### src/rtl/conv_pkg.sv
// conv_pkg: shared constants, types and symbol function for the K=4 rate-1/2 code
// Used by the encoder and by the Viterbi decoder so both sides agree on taps and state order.
package conv_pkg;
    localparam int K = 4;
    localparam int NSTATE = 8;
    localparam int TAIL_LEN = 3;
    localparam logic [3:0] G0_DEF = 4'b1111;
    localparam logic [3:0] G1_DEF = 4'b1101;
    typedef enum logic [1:0] {IDLE, DATA, FLUSH} enc_state_t;
    typedef logic [2:0] trellis_state_t;
    // Tap vector is {b, st[2], st[1], st[0]}; result is {c1, c0}.
    function automatic logic [1:0] conv_sym(input logic b, input trellis_state_t st,
                                            input logic [3:0] g0, input logic [3:0] g1);
        logic [3:0] v;
        v = {b, st};
        return {^(v & g1), ^(v & g0)};
    endfunction
endpackage

### src/rtl/conv_enc_core.sv
// conv_enc_core: combinational trellis step, symbol and next state for one input bit
// Ports: b (input bit), st (current state), sym ({c1,c0}), st_next ({b, st[2:1]}).
module conv_enc_core
    import conv_pkg::*;
#(
    parameter logic [3:0] G0 = G0_DEF,
    parameter logic [3:0] G1 = G1_DEF
) (
    input  logic           b,
    input  trellis_state_t st,
    output logic [1:0]     sym,
    output trellis_state_t st_next
);
    assign sym = conv_sym(b, st, G0, G1);
    // Newest bit enters at the top so the decoder's predecessor {s[1:0], d} inverts this step.
    assign st_next = {b, st[2:1]};
endmodule

### src/rtl/conv_encoder.sv
// conv_encoder: framed rate-1/2 K=4 convolutional encoder with 3-symbol zero tail
// Ports: clk, rst (async, active-high), enable (freezes everything when low),
//        in_valid/in_ready/in_data/in_last (bit input), out_valid/out_ready/out_sym/out_last
//        (symbol output, out_sym = {c1,c0}), out_mask (only with CONV_ENC_PUNCTURE_EN).
// Optional: CONV_ENC_PUNCTURE_EN adds a rate-2/3 puncturing mask alongside each symbol.
module conv_encoder
    import conv_pkg::*;
#(
    parameter logic [3:0] G0 = G0_DEF,
    parameter logic [3:0] G1 = G1_DEF
) (
    input  logic       clk,
    input  logic       rst,
    input  logic       enable,
    input  logic       in_valid,
    output logic       in_ready,
    input  logic       in_data,
    input  logic       in_last,
    output logic       out_valid,
    input  logic       out_ready,
    output logic [1:0] out_sym,
    output logic       out_last
`ifdef CONV_ENC_PUNCTURE_EN
    ,
    output logic [1:0] out_mask
`endif
);
    enc_state_t     state, state_next;
    trellis_state_t st, st_next;
    logic [1:0]     tail_cnt, sym;
    logic           slot_free, flushing, accept, load, tail_end, b;

    assign slot_free = !out_valid || out_ready;
    assign flushing  = state == FLUSH;
    assign accept    = in_valid && in_ready;
    // A flush step shares the output slot with accepted bits; both need enable and a free slot.
    assign load      = accept || (enable && slot_free && flushing);
    assign tail_end  = flushing && tail_cnt == 2'(TAIL_LEN - 1);
    assign b         = !flushing && in_data;

    conv_enc_core #(.G0(G0), .G1(G1)) u_core (
        .b       (b),
        .st      (st),
        .sym     (sym),
        .st_next (st_next)
    );

    always_ff @(posedge clk or posedge rst) begin
        if (rst)
            state <= IDLE;
        else if (enable)
            state <= state_next;
    end

    always_comb begin
        state_next = (accept && in_last)              ? FLUSH :
                     (accept && state == IDLE)        ? DATA  :
                     (load && tail_end)               ? IDLE  : state;
    end

    always_comb begin
        in_ready = enable && slot_free && !flushing;
    end

    always_ff @(posedge clk or posedge rst) begin
        if (rst) begin
            st        <= '0;
            tail_cnt  <= '0;
            out_valid <= 1'b0;
            out_sym   <= '0;
            out_last  <= 1'b0;
        end else if (enable) begin
            if (load) begin
                st        <= st_next;
                out_valid <= 1'b1;
                out_sym   <= sym;
                out_last  <= tail_end;
                tail_cnt  <= (flushing && !tail_end) ? tail_cnt + 2'd1 : 2'd0;
            end else if (out_ready) begin
                out_valid <= 1'b0;
            end
        end
    end

`ifdef CONV_ENC_PUNCTURE_EN
    // odd tracks the parity of the next information bit's index within the frame.
    logic       odd;
    logic [1:0] mask;
    always_ff @(posedge clk or posedge rst) begin
        if (rst) begin
            odd  <= 1'b0;
            mask <= 2'b11;
        end else if (load) begin
            mask <= (accept && state == DATA && odd) ? 2'b01 : 2'b11;
            odd  <= accept && (state == IDLE || !odd);
        end
    end
    assign out_mask = out_valid ? mask : 2'b00;
`endif
endmodule
### config.mk
export PLATFORM = sky130hd
export DESIGN_NAME = conv_encoder
export DESIGN_NICKNAME = d
export VERILOG_FILES = /design/src/rtl/conv_pkg.sv /design/src/rtl/conv_enc_core.sv /design/src/rtl/conv_encoder.sv
export SDC_FILE = /design/constraint.sdc
export NUM_CORES = 1
export LEC_CHECK = 0
export CELL_PAD_IN_SITES_DETAIL_PLACEMENT = 0
export CELL_PAD_IN_SITES_GLOBAL_PLACEMENT = 1
export CORE_UTILIZATION = 39
export DETAILED_ROUTE_END_ITERATION = 16
export GPL_ROUTABILITY_DRIVEN = 0
export PLACE_DENSITY = 0.79
export SLEW_MARGIN = 0
export SYNTH_ARGS = -nofsm -noshare
export SYNTH_HDL_FRONTEND = slang
export SYNTH_SLANG_ARGS = --single-unit
export TNS_END_PERCENT = 100
### constraint.sdc
create_clock -name clk -period 2.5 [get_ports clk]
set_input_delay 0.25 -clock clk [delete_from_list [all_inputs] [get_ports clk]]
set_output_delay 0.25 -clock clk [all_outputs]
set_load 0.01 [all_outputs]
### Word level (Yosys, flattened, before mapping)

Cells that the tools add are included.

| word-level totals | value |
|---|---|
| output and inout bits | 5 |
| flip-flop bits (word level) | 11 |
| logic and storage cells | 38 |
| input port bits | 7 |

| operators by class | value |
|---|---|
| add/sub/neg operators | 1 |
| reductions and logical operators | 23 |
| multiplexer cells | 6 |
| eq/ne operators | 2 |

Operator list:

| kind | count |
|---|---|
| logical AND 1 bit | 10 |
| two-way mux 2 bit | 4 |
| parity 4 bit | 2 |
| AND reduction 2 bit | 3 |
| equality test 2 bit (second input constant) | 2 |
| logical NOT 1 bit | 3 |
| nonzero test 3 bit | 1 |
| adder 2 x 1 -> 2 bit (second input constant) | 1 |
| logical NOT 2 bit | 1 |
| logical OR 1 bit | 2 |
| two-way mux 1 bit | 2 |
| nonzero test 2 bit | 1 |

### Logic depth before layout (Yosys ltp)

Gate-level depths: netlist of the first run.

| depth | value |
|---|---|
| depth in word-level cells | 10 |
| mapped depth | 5 |
| mapped depth without buffers | 4 |

### Cells and area by module

Synthesis of the first run repeated with hierarchy kept, for this count alone.

| second synthesis, totals | value |
|---|---|
| cells, all modules | 45 |
| area, all modules | 589.3 um^2 |

By module, submodules not included:

| module | cells an instance | area an instance (um^2) | sequential area each (um^2) | times used |
|---|---|---|---|---|
| conv_encoder | 38 | 524.3 | 275.3 | 1 |
| conv_enc_core | 7 | 65.1 | 0.0 | 1 |

### Worst setup path before layout of the first run

OpenSTA, ideal clock, no wires.

| timing | value |
|---|---|
| path kind | flip-flop to output port |
| start point | register out_valid |
| end point | output port in_ready |
| path slack | 1245 ps |
| arrival | 1005 ps |
| stages on the path, launching flop included | 5 |
| cells stage by stage | dfrtp_1 -> nand2b_4 -> and2_1 -> clkbuf_2 -> and2b_2 |

| on the way | value |
|---|---|
| longest elaborated chain between the ends | 4 |

RTL lines:

| item | line | RTL |
|---|---|---|
| start, declared | conv_encoder.sv:19 | `output logic out_valid,` |
| start signal, assigned | conv_encoder.sv:69 | `out_valid <= 1'b0;` |
| start signal, assigned | conv_encoder.sv:75 | `out_valid <= 1'b1;` |
| start signal, assigned | conv_encoder.sv:80 | `out_valid <= 1'b0;` |
| logical NOT 1 bit | conv_encoder.sv:33 | `assign slot_free = !out_valid \|\| out_ready;` |
| logical OR 1 bit | conv_encoder.sv:33 |  |
| logical AND 1 bit (2 in series) | conv_encoder.sv:62 | `in_ready = enable && slot_free && !flushing;` |
| end, declared | conv_encoder.sv:16 | `output logic in_ready,` |

Every way passes these cells.

### Worst setup path in the final report of the first run

| timing | value |
|---|---|
| start point | input port out_ready |
| end point | output port in_ready |

| on the way | value |
|---|---|
| longest elaborated chain between the ends | 3 |

RTL lines:

| item | line | RTL |
|---|---|---|
| start, declared | conv_encoder.sv:20 | `input logic out_ready,` |
| logical OR 1 bit | conv_encoder.sv:33 |  |
| logical AND 1 bit (2 in series) | conv_encoder.sv:62 |  |

Every way passes these cells.

==> impl_metrics.tcl, run 1 <==
set metrics [dict create \
    postRouteAntennaNets 0 \
    wirelength_um 903 \
    ys_seq_elements 11 \
    fillers 127 \
    path_class "input port to output pin" \
    min_path_type "input port to async pin" \
    hpwl_um 666 \
    hold_ws_ns 0.282 \
    cts_buffers 3 \
    critPathCaptureType "output pin" \
    synth_top_family_by_area "compound AO/OA/AOI/OAI gates" \
    wl_per_cell_um 11.7 \
    multi_input_area_um2 251 \
    vdd_drop_max_mv 0.424 \
    gr-total-overflow 0 \
    dieHeight_um 39.7 \
    max_stage_delay_ns 0.52 \
    rsz0062_at_grt "no" \
    fin_nets 71 \
    slew_violations 0 \
    grt_pass1_vias 362 \
    synth_seq_area_share_pct 49.7 \
    cp_slowest_cell "clkdlybuf4s50_1" \
    power_density_mw_per_mm2 1150 \
    clkSinkCount 11 \
    layout-drive-gt1-share_pct 16.1 \
    cts-root-buf "clkbuf_4" \
    worst_slew_pin_slew_ns 0.443 \
    fmax_mhz 480 \
    worstSkewPairLatency_ns 0.27 \
    dieArea_mm2 0.00158 \
    dp_slack_ns 0.421 \
    seqCellArea_um2 275 \
    crit_fanout 8 \
    relSlewSlack_pct 70.4 \
    status "finished, final reports clean" \
    cp_cell_sequence "clkdlybuf4s50_1 -> nand2b_4 -> and2_1 -> and2b_2 -> clkdlybuf4s50_1" \
    max-clock-path-buffers 2 \
    fin_skew_ns 0.00612 \
    htreeDepth 1 \
    path_delay_family "buffers and inverters" \
    antenna_found_initial 0 \
    vias 377 \
    setup_slack_ns 0.419 \
    cts_tree "built" \
    cts_setup_buffers 0 \
    critical_path_buf_inv_count 2 \
    setup_violations 0 \
    start_util_pct 42.1 \
    cts_resized 0 \
    drc 0 \
    ios 12 \
    fin_crit_sh_pct 83.3 \
    synthCells 49 \
    synth-adder-area-share_pct 2.26 \
    syn_nets 57 \
    hold_viol_final 0 \
    vias_per_cell 4.90 \
    grt_first_pass_wirelength_mm 1.48 \
    synth-simple-area-share_pct 15.1 \
    syn_area_per_cell_um2 11.3 \
    port_buffers 11 \
    synthXorXnorAreaFrac_pct 7.67 \
    synth_cell_type_count 21 \
    grtUsageTotal_pct 14.5 \
    area_growth_pct 25.1 \
    synth.area.mux_share_pct 4.74 \
    drtIter0Drc 9 \
    die_w_um 39.7 \
    stdcell_count 77 \
    cts-hold-fix-buffers 0 \
    maxCapViolCount 0 \
    utilization_pct 52.6 \
    post-place-cells 73 \
    clk_pin_slew_worst_paths_ns 0.07 \
    antenna_cells 0 \
    period_minus_slack_ns 2.08 \
    startpoint_type "input port" \
    drtPass1Iterations 4 \
    worstPathRequired_ns 2.25 \
    fin_tns_setup_ns 0 \
    cp.arrival_ns 1.83 \
    leakage_uw 0.000315 \
    synth_compound_area_share_pct 15.6 \
    placementRows 13 \
    yosys_warnings 0 \
    core_mm2 0.00132 \
    grt_max_degree 12 \
    netlist_area_um2 554 \
    cp_common_cell "clkdlybuf4s50_1" \
]
-- cell usage in the layout, fill, tap and decap left out, drive strengths merged --
master | netlist | final
and2 | 1 | 1
nand2b | 1 | 1
clkbuf | 1 | 4
xor2 | 1 | 1
nor2b | 1 | 1
nand3b | 1 | 1
mux2 | 2 | 2
clkdlybuf4s50 | 0 | 11
ha | 1 | 1
a31oi | 4 | 4
o211ai | 1 | 1
xnor2 | 3 | 3
o21ai | 6 | 6
inv | 3 | 3
nand2 | 9 | 9
and2b | 1 | 1
a32o | 1 | 1
dfrtp | 11 | 11
-- state kept, by name, summed over array words and instances, names as in the netlist --
signal,cells
tail_cnt,2
out_last,1
out_sym,2
st,3
state,2
out_valid,1
-- through the flow --
stage	power, uW	instance area [um2]
after floorplan	573	554
after global placement	675	667
after detailed placement	684	667
after CTS	810	693
after global routing	858	693
final	795	693
-- power breakdown --
group          internal, uW  total [uW]  switching [uW]
registers               254         316            61.9
logic                   201         358             156
clock network          61.7         121            59.3
-- kinds of logic after synthesis --
logic type / after synthesis
buffers and inverters: 5
adders and majority gates: 1
DFF: 11
xor gates and xnor gates: 4
muxes: 2
and+or+nand+nor: 14
AOI/OAI and AO/OA: 12
-- cell usage after synthesis --
master,count,area share (%)
and2b_2,1,1.6
o21ai_1,2,1.8
nand2b_4,1,2.5
inv_1,3,2.0
a31oi_1,4,4.5
nand3b_1,1,1.4
dfrtp_1,11,50
o211ai_4,1,3.8
buf_6,1,2.0
ha_1,1,2.3
a32o_1,1,1.8
xor2_1,1,1.6
o21ai_0,4,3.6
mux2_2,1,2.0
nor2b_4,1,2.5
xnor2_2,1,2.9
xnor2_1,2,3.2
nand2_1,9,6.1
clkbuf_2,1,0.90
mux2_4,1,2.7
and2_1,1,1.1
-- area by class of cell --
| cell class | count | area share (%) |
|---|---|---|
| clock buffer | 4 | 3.79 |
| inverter | 3 | 1.62 |
| multi-input combinational | 33 | 36.3 |
| sequential | 11 | 39.7 |
| tap | 15 | 2.71 |
| timing repair buffer | 11 | 15.9 |
-- final timing paths --
path	startpoint	endpoint	slack [ns]	cells past startpoint
max	out_ready	in_ready	0.42	5
min	rst	st[0]	0.28	2
max reg2reg	state[1]	st[1]	1.13	3
min reg2reg	out_sym[1]	out_sym[1]	0.48	2
max in group asynchronous	rst	out_last	1.91	2
min in group clk	out_sym[1]	out_sym[1]	0.48	2
-- metal layers --
| metal | vias to the layer above | track usage, % | share of wire (%) |
|---|---|---|---|
| met2 | 9 | 22.1 | 46 |
| met1 | 174 | 18.6 | 50 |
| met3 | 0 | 3.41 | 3.8 |
| met5 | - | 0 | 0 |
| li1 | 194 | - | - |
| met4 | 0 | 7.76 | 0 |
-- worst reg2reg max path: stages, from the launching register on --
cell      delay, ns
dfrtp_1        0.40
nor2b_4        0.16
o211ai_4       0.33
mux2_2         0.38
Power figures use the tool's default switching activity.
==> run 2: changes to the inputs <==
Settings changed: CORE_UTILIZATION 39 to 36, PLACE_DENSITY 0.79 to 0.73.
Clock period 2.5 ns to 2.1 ns, I/O delays scaled along.
==> run 2 against run 1 <==
Total power is 20% higher. Non-clock buffer count increased by 2. Count of clock-buffer cells in the layout did not move. Largest power group unchanged. Combinational power up 22%. Hold slack got worse by 0.042 ns. Sequential power grew 19%. Via count is 0.53% higher. Utilization shrank 0.78 points. Final area grew 2.2%. Critical path depth unchanged. Die area rose by 7.9%. Wire length is 1.2% lower.
==> impl_metrics.tcl, run 2 (synthesis gave the netlist of run 1 again) <==
set metrics [dict create \
    startpoint_type "input port" \
    cp_cell_sequence "clkdlybuf4s50_1 -> nand2b_4 -> and2_1 -> and2b_2 -> clkdlybuf4s50_1" \
    core_mm2 0.00137 \
    layout-drive-gt1-share_pct 18.8 \
    drtIter0Drc 2 \
    cts_tree "built" \
    r2r_cells 3 \
    gr-total-overflow 0 \
    ios 12 \
    area_growth_pct 27.8 \
    fin_crit_sh_pct 87.2 \
    fin_skew_ns 0.00138 \
    power_density_mw_per_mm2 1340 \
    antenna_found_initial 0 \
    largest_reg_flops 3 \
    reg2reg_to "st[1]" \
    hold_viol_final 0 \
    drc 0 \
    worst_slew_pin_slew_ns 0.410 \
    r2r-start "state[1]" \
    leakage_uw 0.000325 \
    wl_per_cell_um 11.3 \
    cts-hold-fix-buffers 0 \
    grt_max_degree 12 \
    fmax_mhz 546 \
    wirelength_um 892 \
    path_delay_family "buffers and inverters" \
    critPathCaptureType "output pin" \
    p_seq_share_pct 39.7 \
    vias_per_cell 4.80 \
    dieHeight_um 41.2 \
    grt_pass1_vias 342 \
    slew_violations 0 \
    worstSkewPairLatency_ns 0.26 \
    status "finished, final reports clean" \
    htreeDepth 1 \
    path_class "input port to output pin" \
    p_sw_share_pct 34.2 \
    p_total_uw 951 \
    grt_first_pass_wirelength_mm 1.41 \
    cts-root-buf "clkbuf_4" \
    die_w_um 41.2 \
    critical_path_buf_inv_count 2 \
    dieArea_mm2 0.00170 \
    maxCapViolCount 0 \
    layout_common_cells "clkdlybuf4s50_1 (11), dfrtp_1 (11), nand2_1 (9)" \
    worstPathRequired_ns 1.89 \
    largest-register "st" \
    placementRows 13 \
    worst-path-stages 5 \
    comb_power_share_pct 45.8 \
    antenna_cells 0 \
    cp_common_cell "clkdlybuf4s50_1" \
    period_minus_slack_ns 1.83 \
    power.switching_uw 326 \
    cp_slowest_cell "clkdlybuf4s50_1" \
    start_util_pct 40.6 \
    rrSetupSlack_ns 0.84 \
    grtUsageTotal_pct 13.1 \
    cts_setup_buffers 0 \
    fin_nets 73 \
    rsz0062_at_grt "no" \
    relSlewSlack_pct 72.7 \
    hpwl_um 714 \
    cp.arrival_ns 1.62 \
    cp-endpoint "in_ready" \
    fin_tns_setup_ns 0 \
    drtPass1Iterations 2 \
    clockPowerShare_pct 14.5 \
    vias 379 \
    cts_resized 0 \
    utilization_pct 51.8 \
    port_buffers 11 \
    clkSinkCount 11 \
    min_path_type "input port to async pin" \
    startpoint "out_ready" \
    clk_pin_slew_worst_paths_ns 0.07 \
    crit_fanout 2 \
    setup_violations 0 \
    vdd_drop_max_mv 0.531 \
    internal_power_uw 625 \
    max_stage_delay_ns 0.52 \
    cts_buffers 3 \
    max-clock-path-buffers 2 \
    fillers 135 \
    postRouteAntennaNets 0 \
]
[run 2: changes by cell type in the layout (fill, tap and decap cells not counted), sizes merged]
cell	change
buf	+2
[run 2: cell type report]
| class | instances | area [um2] | share of cell area [%] |
|---|---|---|---|
| timing repair buffer | 13 | 125 | 17.7 |
| clock buffer | 4 | 26.3 | 3.71 |
| tap | 15 | 18.8 | 2.65 |
| inverter | 3 | 11.3 | 1.59 |
| sequential | 11 | 275 | 38.9 |
| multi-input combinational | 33 | 251 | 35.5 |
[run 2: power groups by stage]
stage | registers [uW] | logic (uW) | clock network, uW
floorplan | 385 | 298 | 0
finish | 377 | 436 | 138
global route | 387 | 490 | 153
detailed placement | 381 | 442 | 0
CTS | 377 | 443 | 147
global placement | 380 | 436 | 0
[run 2: worst min-delay path by stage]
stage | start | endpoint
floorplan | rst | out_last
detailed placement | out_sym[1] | out_sym[1]
finish | rst | st[0]
global route | rst | st[1]
global placement | out_sym[1] | out_sym[1]
CTS | rst | st[0]
[run 2: worst reg2reg max path, cell delays in order, from the launching register on]
cell      delay, ns
dfrtp_1        0.40
nor2b_4        0.16
o211ai_4       0.23
mux2_2         0.36
[run 2: routing by layer]
metal  GRT usage (%)  part of all wire, %  vias to the layer above
met3            3.26                  4.3                        2
met2            18.0                   42                        9
met1            18.5                   52                      169
met5               0                    0                        -
li1                -                    -                      199
met4            7.26                  1.1                        0
[run 2: metrics by stage]
step           hold slack, ns  instance area [um2]  setup WS [ns]  instances
5_1_grt                 0.301                  708          0.198         79
4_1_cts                 0.252                  708          0.259         79
2_1_floorplan          0.0624                  554          0.872         49
3_3_place_gp            0.465                  682          0.276         75
3_5_place_dp            0.472                  682          0.268         75
6_report                0.241                  708          0.268         79
